## src/rtl/ping_sequencer_if.sv

```systemverilog
// ping_sequencer_if: start/abort request bus plus bridge, T/R switch and status outputs.
// ping_count is present only when PING_SEQUENCER_COUNT_EN is defined.
interface ping_sequencer_if #(
    parameter int LEN_W = 16
);
    logic             start;
    logic             abort;
    logic [LEN_W-1:0] burst_cycles;
    logic [LEN_W-1:0] listen_cycles;
    logic [1:0]       hstate;
    logic             txrx;
    logic             busy;
    logic             done;
    logic             aborted;
    logic             err;
`ifdef PING_SEQUENCER_COUNT_EN
    logic [15:0]      ping_count;

    modport master (
        output start, abort, burst_cycles, listen_cycles,
        input  hstate, txrx, busy, done, aborted, err, ping_count
    );
    modport slave (
        input  start, abort, burst_cycles, listen_cycles,
        output hstate, txrx, busy, done, aborted, err, ping_count
    );
`else
    modport master (
        output start, abort, burst_cycles, listen_cycles,
        input  hstate, txrx, busy, done, aborted, err
    );
    modport slave (
        input  start, abort, burst_cycles, listen_cycles,
        output hstate, txrx, busy, done, aborted, err
    );
`endif
endinterface

```

## src/rtl/ping_sequencer.sv

```systemverilog
// ping_sequencer: fires one transducer ping as BURST -> BRAKE -> GUARD -> LISTEN,
// driving the h-bridge state code and the T/R switch. All outputs are registered.
// Optional build macro PING_SEQUENCER_COUNT_EN adds a 16-bit completed-ping counter.
module ping_sequencer #(
    parameter int BRAKE_CYCLES = 16,
    parameter int GUARD_CYCLES = 8,
    parameter int LEN_W        = 16
) (
    input  logic           clk,
    input  logic           rst,
    ping_sequencer_if.slave bus
);
    typedef enum logic [2:0] {IDLE, BURST, BRAKE, GUARD, LISTEN} state_t;

    localparam logic [1:0]       HS_OFF     = 2'b00;
    localparam logic [1:0]       HS_OSCL    = 2'b01;
    localparam logic [1:0]       HS_BRAKE   = 2'b10;
    localparam logic [LEN_W-1:0] BRAKE_LOAD = LEN_W'(BRAKE_CYCLES);
    localparam logic [LEN_W-1:0] GUARD_LOAD = LEN_W'(GUARD_CYCLES);
    localparam logic [LEN_W-1:0] CNT_LAST   = LEN_W'(1);

    state_t           state;
    logic [LEN_W-1:0] cnt;
    logic [LEN_W-1:0] listen_len;
    logic             abort_pend;
    logic [1:0]       hstate_q;
    logic             txrx_q;
    logic             busy_q;
    logic             done_q;
    logic             aborted_q;
    logic             err_q;

    assign bus.hstate  = hstate_q;
    assign bus.txrx    = txrx_q;
    assign bus.busy    = busy_q;
    assign bus.done    = done_q;
    assign bus.aborted = aborted_q;
    assign bus.err     = err_q;

    // Phase sequencing: each phase counter is loaded on entry and the phase ends when it reads 1.
    // An abort during BURST/BRAKE is remembered so the bridge still brakes fully before going idle.
    always_ff @(posedge clk or negedge rst) begin
        if (!rst) begin
            state      <= IDLE;
            cnt        <= '0;
            listen_len <= '0;
            abort_pend <= 1'b0;
            hstate_q   <= HS_OFF;
            txrx_q     <= 1'b0;
            busy_q     <= 1'b0;
            done_q     <= 1'b0;
            aborted_q  <= 1'b0;
            err_q      <= 1'b0;
        end else begin
            done_q    <= 1'b0;
            aborted_q <= 1'b0;
            err_q     <= 1'b0;
            case (state)
                IDLE: begin
                    if (bus.start) begin
                        if (bus.burst_cycles != '0) begin
                            state      <= BURST;
                            cnt        <= bus.burst_cycles;
                            listen_len <= bus.listen_cycles;
                            abort_pend <= 1'b0;
                            hstate_q   <= HS_OSCL;
                            busy_q     <= 1'b1;
                        end else begin
                            err_q <= 1'b1;
                        end
                    end
                end
                BURST: begin
                    if (bus.abort || cnt == CNT_LAST) begin
                        state      <= BRAKE;
                        cnt        <= BRAKE_LOAD;
                        abort_pend <= bus.abort;
                        hstate_q   <= HS_BRAKE;
                    end else begin
                        cnt <= cnt - 1'b1;
                    end
                end
                BRAKE: begin
                    if (bus.abort) begin
                        abort_pend <= 1'b1;
                    end
                    if (cnt == CNT_LAST) begin
                        hstate_q <= HS_OFF;
                        if (abort_pend || bus.abort) begin
                            state     <= IDLE;
                            busy_q    <= 1'b0;
                            aborted_q <= 1'b1;
                        end else begin
                            state <= GUARD;
                            cnt   <= GUARD_LOAD;
                        end
                    end else begin
                        cnt <= cnt - 1'b1;
                    end
                end
                GUARD: begin
                    if (bus.abort) begin
                        state     <= IDLE;
                        busy_q    <= 1'b0;
                        aborted_q <= 1'b1;
                    end else if (cnt == CNT_LAST) begin
                        if (listen_len != '0) begin
                            state  <= LISTEN;
                            cnt    <= listen_len;
                            txrx_q <= 1'b1;
                        end else begin
                            state  <= IDLE;
                            busy_q <= 1'b0;
                            done_q <= 1'b1;
                        end
                    end else begin
                        cnt <= cnt - 1'b1;
                    end
                end
                LISTEN: begin
                    if (bus.abort || cnt == CNT_LAST) begin
                        state     <= IDLE;
                        txrx_q    <= 1'b0;
                        busy_q    <= 1'b0;
                        done_q    <= !bus.abort;
                        aborted_q <= bus.abort;
                    end else begin
                        cnt <= cnt - 1'b1;
                    end
                end
                default: begin
                    state    <= IDLE;
                    hstate_q <= HS_OFF;
                    txrx_q   <= 1'b0;
                    busy_q   <= 1'b0;
                end
            endcase
        end
    end

`ifdef PING_SEQUENCER_COUNT_EN
    logic [15:0] ping_count_q;
    logic        finish_ok;

    // A ping completes normally exactly when the FSM schedules done for the next cycle.
    always_comb begin
        finish_ok = 1'b0;
        if (!bus.abort && cnt == CNT_LAST) begin
            if (state == LISTEN) finish_ok = 1'b1;
            if (state == GUARD && listen_len == '0) finish_ok = 1'b1;
        end
    end

    // Completed-ping counter, wraps naturally at 16 bits.
    always_ff @(posedge clk or negedge rst) begin
        if (!rst) begin
            ping_count_q <= 16'h0000;
        end else if (finish_ok) begin
            ping_count_q <= ping_count_q + 16'h0001;
        end
    end

    assign bus.ping_count = ping_count_q;
`endif
endmodule

```

## src/flat_wrapper.sv

```systemverilog
// flat-port wrapper written by rule: the top's interface ports become plain ports
module ping_sequencer_flat 
#(
    parameter int BRAKE_CYCLES = 16,
    parameter int GUARD_CYCLES = 8,
    parameter int LEN_W        = 16
)
  (clk, rst, bus_start, bus_abort, bus_burst_cycles, bus_listen_cycles, bus_hstate, bus_txrx, bus_busy, bus_done, bus_aborted, bus_err);
  ping_sequencer_if #(.LEN_W(LEN_W)) bus_i ();
  input  logic clk;
  input  logic rst;
  input wire logic [$bits(bus_i.start)-1:0] bus_start;
  input wire logic [$bits(bus_i.abort)-1:0] bus_abort;
  input wire logic [$bits(bus_i.burst_cycles)-1:0] bus_burst_cycles;
  input wire logic [$bits(bus_i.listen_cycles)-1:0] bus_listen_cycles;
  output wire logic [$bits(bus_i.hstate)-1:0] bus_hstate;
  output wire logic [$bits(bus_i.txrx)-1:0] bus_txrx;
  output wire logic [$bits(bus_i.busy)-1:0] bus_busy;
  output wire logic [$bits(bus_i.done)-1:0] bus_done;
  output wire logic [$bits(bus_i.aborted)-1:0] bus_aborted;
  output wire logic [$bits(bus_i.err)-1:0] bus_err;
  assign bus_i.start = bus_start;
  assign bus_i.abort = bus_abort;
  assign bus_i.burst_cycles = bus_burst_cycles;
  assign bus_i.listen_cycles = bus_listen_cycles;
  assign bus_hstate = bus_i.hstate;
  assign bus_txrx = bus_i.txrx;
  assign bus_busy = bus_i.busy;
  assign bus_done = bus_i.done;
  assign bus_aborted = bus_i.aborted;
  assign bus_err = bus_i.err;
  ping_sequencer #(.BRAKE_CYCLES(BRAKE_CYCLES), .GUARD_CYCLES(GUARD_CYCLES), .LEN_W(LEN_W)) u_core (.clk(clk), .rst(rst), .bus(bus_i));
endmodule
```

## config.mk

```make
export PLATFORM = sky130hd
export DESIGN_NAME = ping_sequencer_flat
export DESIGN_NICKNAME = d
export VERILOG_FILES = /design/src/rtl/ping_sequencer_if.sv /design/src/rtl/ping_sequencer.sv /design/src/flat_wrapper.sv
export SDC_FILE = /design/constraint.sdc
export NUM_CORES = 1
export LEC_CHECK = 0
export ABC_AREA = 1
export CAP_MARGIN = 10
export CELL_PAD_IN_SITES_DETAIL_PLACEMENT = 0
export CELL_PAD_IN_SITES_GLOBAL_PLACEMENT = 2
export CORE_MARGIN = 5
export CORE_UTILIZATION = 38
export DETAILED_ROUTE_END_ITERATION = 10
export DONT_BUFFER_PORTS = 1
export PLACE_DENSITY_LB_ADDON = 0.1
export SYNTH_ARGS = -nofsm -noshare
export SYNTH_HDL_FRONTEND = slang
export SYNTH_SLANG_ARGS = --single-unit
```

## constraint.sdc

```tcl
create_clock -name clk -period 4.6 [get_ports clk]
set_input_delay 0.92 -clock clk [delete_from_list [all_inputs] [get_ports clk]]
set_output_delay 0.92 -clock clk [all_outputs]
set_load 0.005 [all_outputs]
```

### Word-level counts from Yosys, hierarchy flattened

Index checks and enable logic that the tools add are counted.

* register bits: 43
* bits of input ports: 36
* output and inout port bits: 7
* logic and storage cells: 107

* add/subtract/negate cells: 1
* eq/ne operators: 20
* mux-type cells: 56
* bitwise gates (word level): 3
* reductions and logical operators: 17

Operator list (count)
* $mux 16: 9
* $pmux 16 s5: 1
* $reduce_bool 16->1: 2
* $mux 1: 26
* $mux 3: 8
* $eq 16x1->1 const B: 1
* $sub 16x1->16 const B: 1
* $pmux 3 s5: 1
* $reduce_and 5->1: 3
* $ne 2x1->1 const B: 7
* $mux 2: 5
* $ne 3x3->1 const B: 3
* $pmux 1 s3: 3
* $ne 2x2->1 const B: 4
* $pmux 2 s4: 1
* $reduce_and 8->1: 1
* $reduce_and 7->1: 1
* $eq 3x2->1 const B: 2
* $reduce_and 6->1: 1
* $pmux 1 s5: 1
* $reduce_bool 5->1: 1
* $eq 3x1->1 const B: 1
* $eq 3x3->1 const B: 1
* $logic_not 3->1: 1
* 9 further kinds: 12

### Depth between registers and ports, before layout

* depth after elaboration: 5
* depth in mapped cells: 14
* mapped depth without buffers: 14

### Worst setup path before layout

Ideal clock, no wire load.

* path type: input -> register
* start point: in bus_burst_cycles[2]
* end point: reg u_core.listen_len[10]
* library setup time: 0.125 ns
* arrival: 1.861 ns
* data required time: 4.475 ns
* slack: 2.614 ns
* stages on the path: 7
* path buffers: 1
* path through: nor2_1 -> nand2_1 -> nor2_1 -> nand2_1 -> nand3_1 -> buf_2 -> mux2_2

* longest elaborated chain between the ends: 2

Ends and longest elaborated chain
* start: declaration: RTL line flat_wrapper.sv:14 `input wire logic [$bits(bus_i.burst_cycles)-1:0] bus_burst_cycles;`
* $reduce_bool 16->1: RTL line ping_sequencer.sv:61 `if (bus.burst_cycles != '0) begin`
* $reduce_and 3->1 (no source line)
* end signal: assignment: RTL line ping_sequencer.sv:64 `listen_len <= bus.listen_cycles;`
* end: declaration: RTL line ping_sequencer.sv:24 `logic [LEN_W-1:0] listen_len;`

Every way passes these cells.
A chain may end at the register's enable or synchronous reset.

### Worst setup path after layout

* start point: in bus_burst_cycles[2]
* end point: reg u_core.listen_len[12]

Same word-level chain as after synthesis.

==> metrics <==
adder and majority gate portion of the synthesized area=less than 1%; crit path kind=primary input to flop; final antenna diode count=0; worst reg-to-reg path cell count=8; Reg2Reg Launch Point=u_core.state[2]; clock transition time at the flip-flop clock pins of the worst setup and hold paths=approximately 0.090 ns; Post-Synthesis Cell Area=approximately 0.0030 mm²; part of the total power dissipated in combinational logic=around 58%; area of the die=between 0.009 and 0.01 mm²; clock buffer depth=2; core region area=around 0.0077 mm²; largest fanout on the critical path=20; quantity of gates resized following cts=0; average via count per standard cell=approximately 4.8; synthesized instance count=around 450; Crit Reg-Reg Endpoint=u_core.cnt[11]; share of total power in the clock network=between 10% and 20%; CTS hold repair buffers=0; fill count=between 800 and 900; Total Negative Setup Slacks=0 ns; number of hold violations in the final report=0; detailed-route wire length=around 8.1 mm; basic-gate share of the synthesized area counting and, or, nand and nor cells=roughly 41%; worst IR drop on VDD=0.254 mV; final cell count without fillers=about 540; mean instance size in the synthesized netlist=~6.7 µm²; internal power=~1.2 mW; switching share of total power=51.0%; layout overhead on the synthesized area=4.93%; grt ovf=0; number of H-tree branching levels=2; leakage component of the power=between 1.5 and 2 nW; top cell type by total area after synthesis=dfrtp_1; Yosys reg bits=43; crit path time final=between 2 and 2.5 ns; port buffer count=0; cells along the critical path=nor2_1 -> nand2_1 -> nor2_1 -> nand2_1 -> nand3_1 -> mux2_2; via count of the first global-routing pass=between 2000 and 3000; maximum cell stage delay along the critical path=around 0.6 ns; top-area cell type share of the netlist area=between 30% and 40%; slew margin rel.=44.2%; xor/xnor share of the synthesized area=~1.8%; Max Clock Freq=approximately 430 MHz; leading cell types by total area after synthesis=dfrtp_1, nand2_1, nor2_1, mux2_2, nand3_1; Setup Fix Bufs, Post-CTS=0; worst-case setup slack after placement=between 1.5 and 2 ns; pin count of the biggest net entering global routing=between 40 and 50; routed via count=2625; final number of setup-violating endpoints=0; Die Height=just under 100 µm; Detail Route Antenna Nets=0; Net count, final=approximately 480; Worst Path Required=about 4.8 ns; share of post-route cells with drive strength above 1=roughly 11%; TritonCTS Buffers=5; Max Cap Violations=0; portion of the clock cycle consumed by the worst path in the final layout=roughly half; share of synthesized area occupied by flip-flops and latches=between 30 and 40%; DR WL/cell=about 15 µm; combinational family with the most area after synthesis=simple AND/OR/NAND/NOR gates; die width=98.7 µm; number of warnings printed during yosys synthesis=0; library cells used by synthesis=25; final routed DRC violation total=0; count of pins over their slew limit=0; Pwr Density=~760 mW/mm²; measured slew at the worst slew-check pin=0.834 ns; routability congestion estimate from global placement=around 0.86; final worst clock skew=around 0.0064 ns; Net Count, Synth=483; number of top-level pins=43; hold crit path type=primary input to async pin; # clock sinks=43; critical path launch point type=primary input; compound-gate portion of the synthesized area=around 8%; violation count after the first detailed-routing iteration=between 100 and 150; Net Sw Power=around 1.2 mW; final worst setup slack=2.28 ns; total routing usage reported by global routing=approximately 17%; Flop pwr share=a little under a third; fraction of synthesized area in multiplexers=5.27%; row count=32; initial core utilization=approximately two fifths; global-route wire length before repair=~13 mm; cell with the largest stage delay on the worst path=nand3_1; clock root buffer=clkbuf_8; Worst setup EP type=flop; setup slack of the worst register-to-register path=between 2 and 2.5 ns; CTS tree=built; arrival time at the worst endpoint=~2.5 ns; status=complete, no violations; number of antenna violations at the first check in global routing=0; RSZ-0062 raised after global routing=no; clock insertion delay at the later pin of the skew report=0.29 ns; detailed-routing iteration count for the pre-antenna-repair pass=4; Inst Count DP=around 540; half-perimeter wire length of the detailed placement result=6.34 mm
==> cell usage after synthesis (all sizes together) <==
cell type  instances
nand4              4
xor2               1
nor2              97
a21oi             15
inv               33
xnor2              5
buf               11
nand3             29
ha                 2
mux2              14
dfrtp             43
o21bai            12
nand2            164
nor3               2
o21ai             13
==> flip-flops by register name (all words and copies together), names as in the netlist <==
register            cells
u_core.bus.done         1
u_core.listen_len      16
u_core.bus.err          1
u_core.cnt             16
u_core.bus.busy         1
u_core.abort_pend       1
u_core.bus.txrx         1
u_core.bus.hstate       2
u_core.state            3
u_core.bus.aborted      1
==> cell usage in the layout (no fill, tap or decap) <==
cell type	synthesis	layout
ha_1	2	2
nand3_1	25	25
o21ai_2	2	2
nor2_1	88	88
xnor2_1	5	5
o21ai_0	8	8
o21ai_1	3	3
mux2_2	14	14
inv_1	27	27
a21oi_1	15	15
nor2_4	3	3
nand4_1	4	4
clkbuf_8	0	6
nand2_1	159	159
nand2_2	5	5
dfrtp_1	43	43
clkinv_4	0	1
clkinvlp_4	0	1
nor2_2	6	6
inv_2	6	6
nor3_1	1	1
xor2_1	1	1
nand3_2	4	4
o21bai_1	12	12
nor3_4	1	1
==> critical path, delay by kind of cell <==
kind             cells  cell delay [ns]
AND/OR/NAND/NOR      5             1.16
multiplexers         1             0.41
==> logic make-up after synthesis <==
group                    after synthesis
AND/OR/NAND/NOR                      296
multiplexers                          14
buffers and inverters                 44
AO/OA/AOI/OAI                         40
adder cells (fa/ha/maj)                2
XOR/XNOR                               6
flip-flops                            43
==> worst max path at each step <==
stage,depth (start not counted),slack (ns),start,to
2_1_floorplan,7,2.61,bus_burst_cycles[2],u_core.listen_len[10]
3_3_place_gp,6,1.93,bus_burst_cycles[2],u_core.listen_len[13]
3_5_place_dp,6,1.91,bus_burst_cycles[2],u_core.listen_len[12]
4_1_cts,6,2.23,bus_burst_cycles[2],u_core.listen_len[12]
5_1_grt,13,2.11,u_core.cnt[1],u_core.cnt[11]
6_report,6,2.28,bus_burst_cycles[2],u_core.listen_len[12]
==> cell type report <==
class	instances	area [µm²]	area share, %
Tap cell	102	128	4.06
Clock buffer	6	82.6	2.63
Multi-Input combinational cell	358	1710	54.6
Sequential cell	43	1080	34.3
Inverter	33	124	3.94
Clock inverter	2	16.3	0.518
==> through the flow <==
step	utilization (%)	area, µm²	hold WS [ns]	total power, mW
after CTS	40.9	3140	0.295	2.42
final	40.9	3140	0.308	2.40
after global placement	39.6	3040	0.490	2.14
after floorplan	-	2990	0.465	1.85
after detailed placement	39.6	3040	0.506	2.14
after global routing	40.9	3140	0.282	2.67
==> power by group through the flow <==
stage	Combinational [mW]	Clock [mW]	Sequential, mW
after floorplan	1.15	0	0.701
after global placement	1.38	0	0.758
after detailed placement	1.38	0	0.761
after CTS	1.39	0.278	0.755
after global routing	1.60	0.296	0.780
final	1.38	0.266	0.751
==> layer usage <==
layer / up-vias / track usage, % / wire length [µm]
met1: 1175 / 26.6 / 4240
met3: 2 / 4.32 / 453
met2: 56 / 24.5 / 3360
met4: 0 / 2.21 / 29
met5: - / 0 / 0
li1: 1392 / - / -
Note: power is estimated with default switching activity, not from simulation.
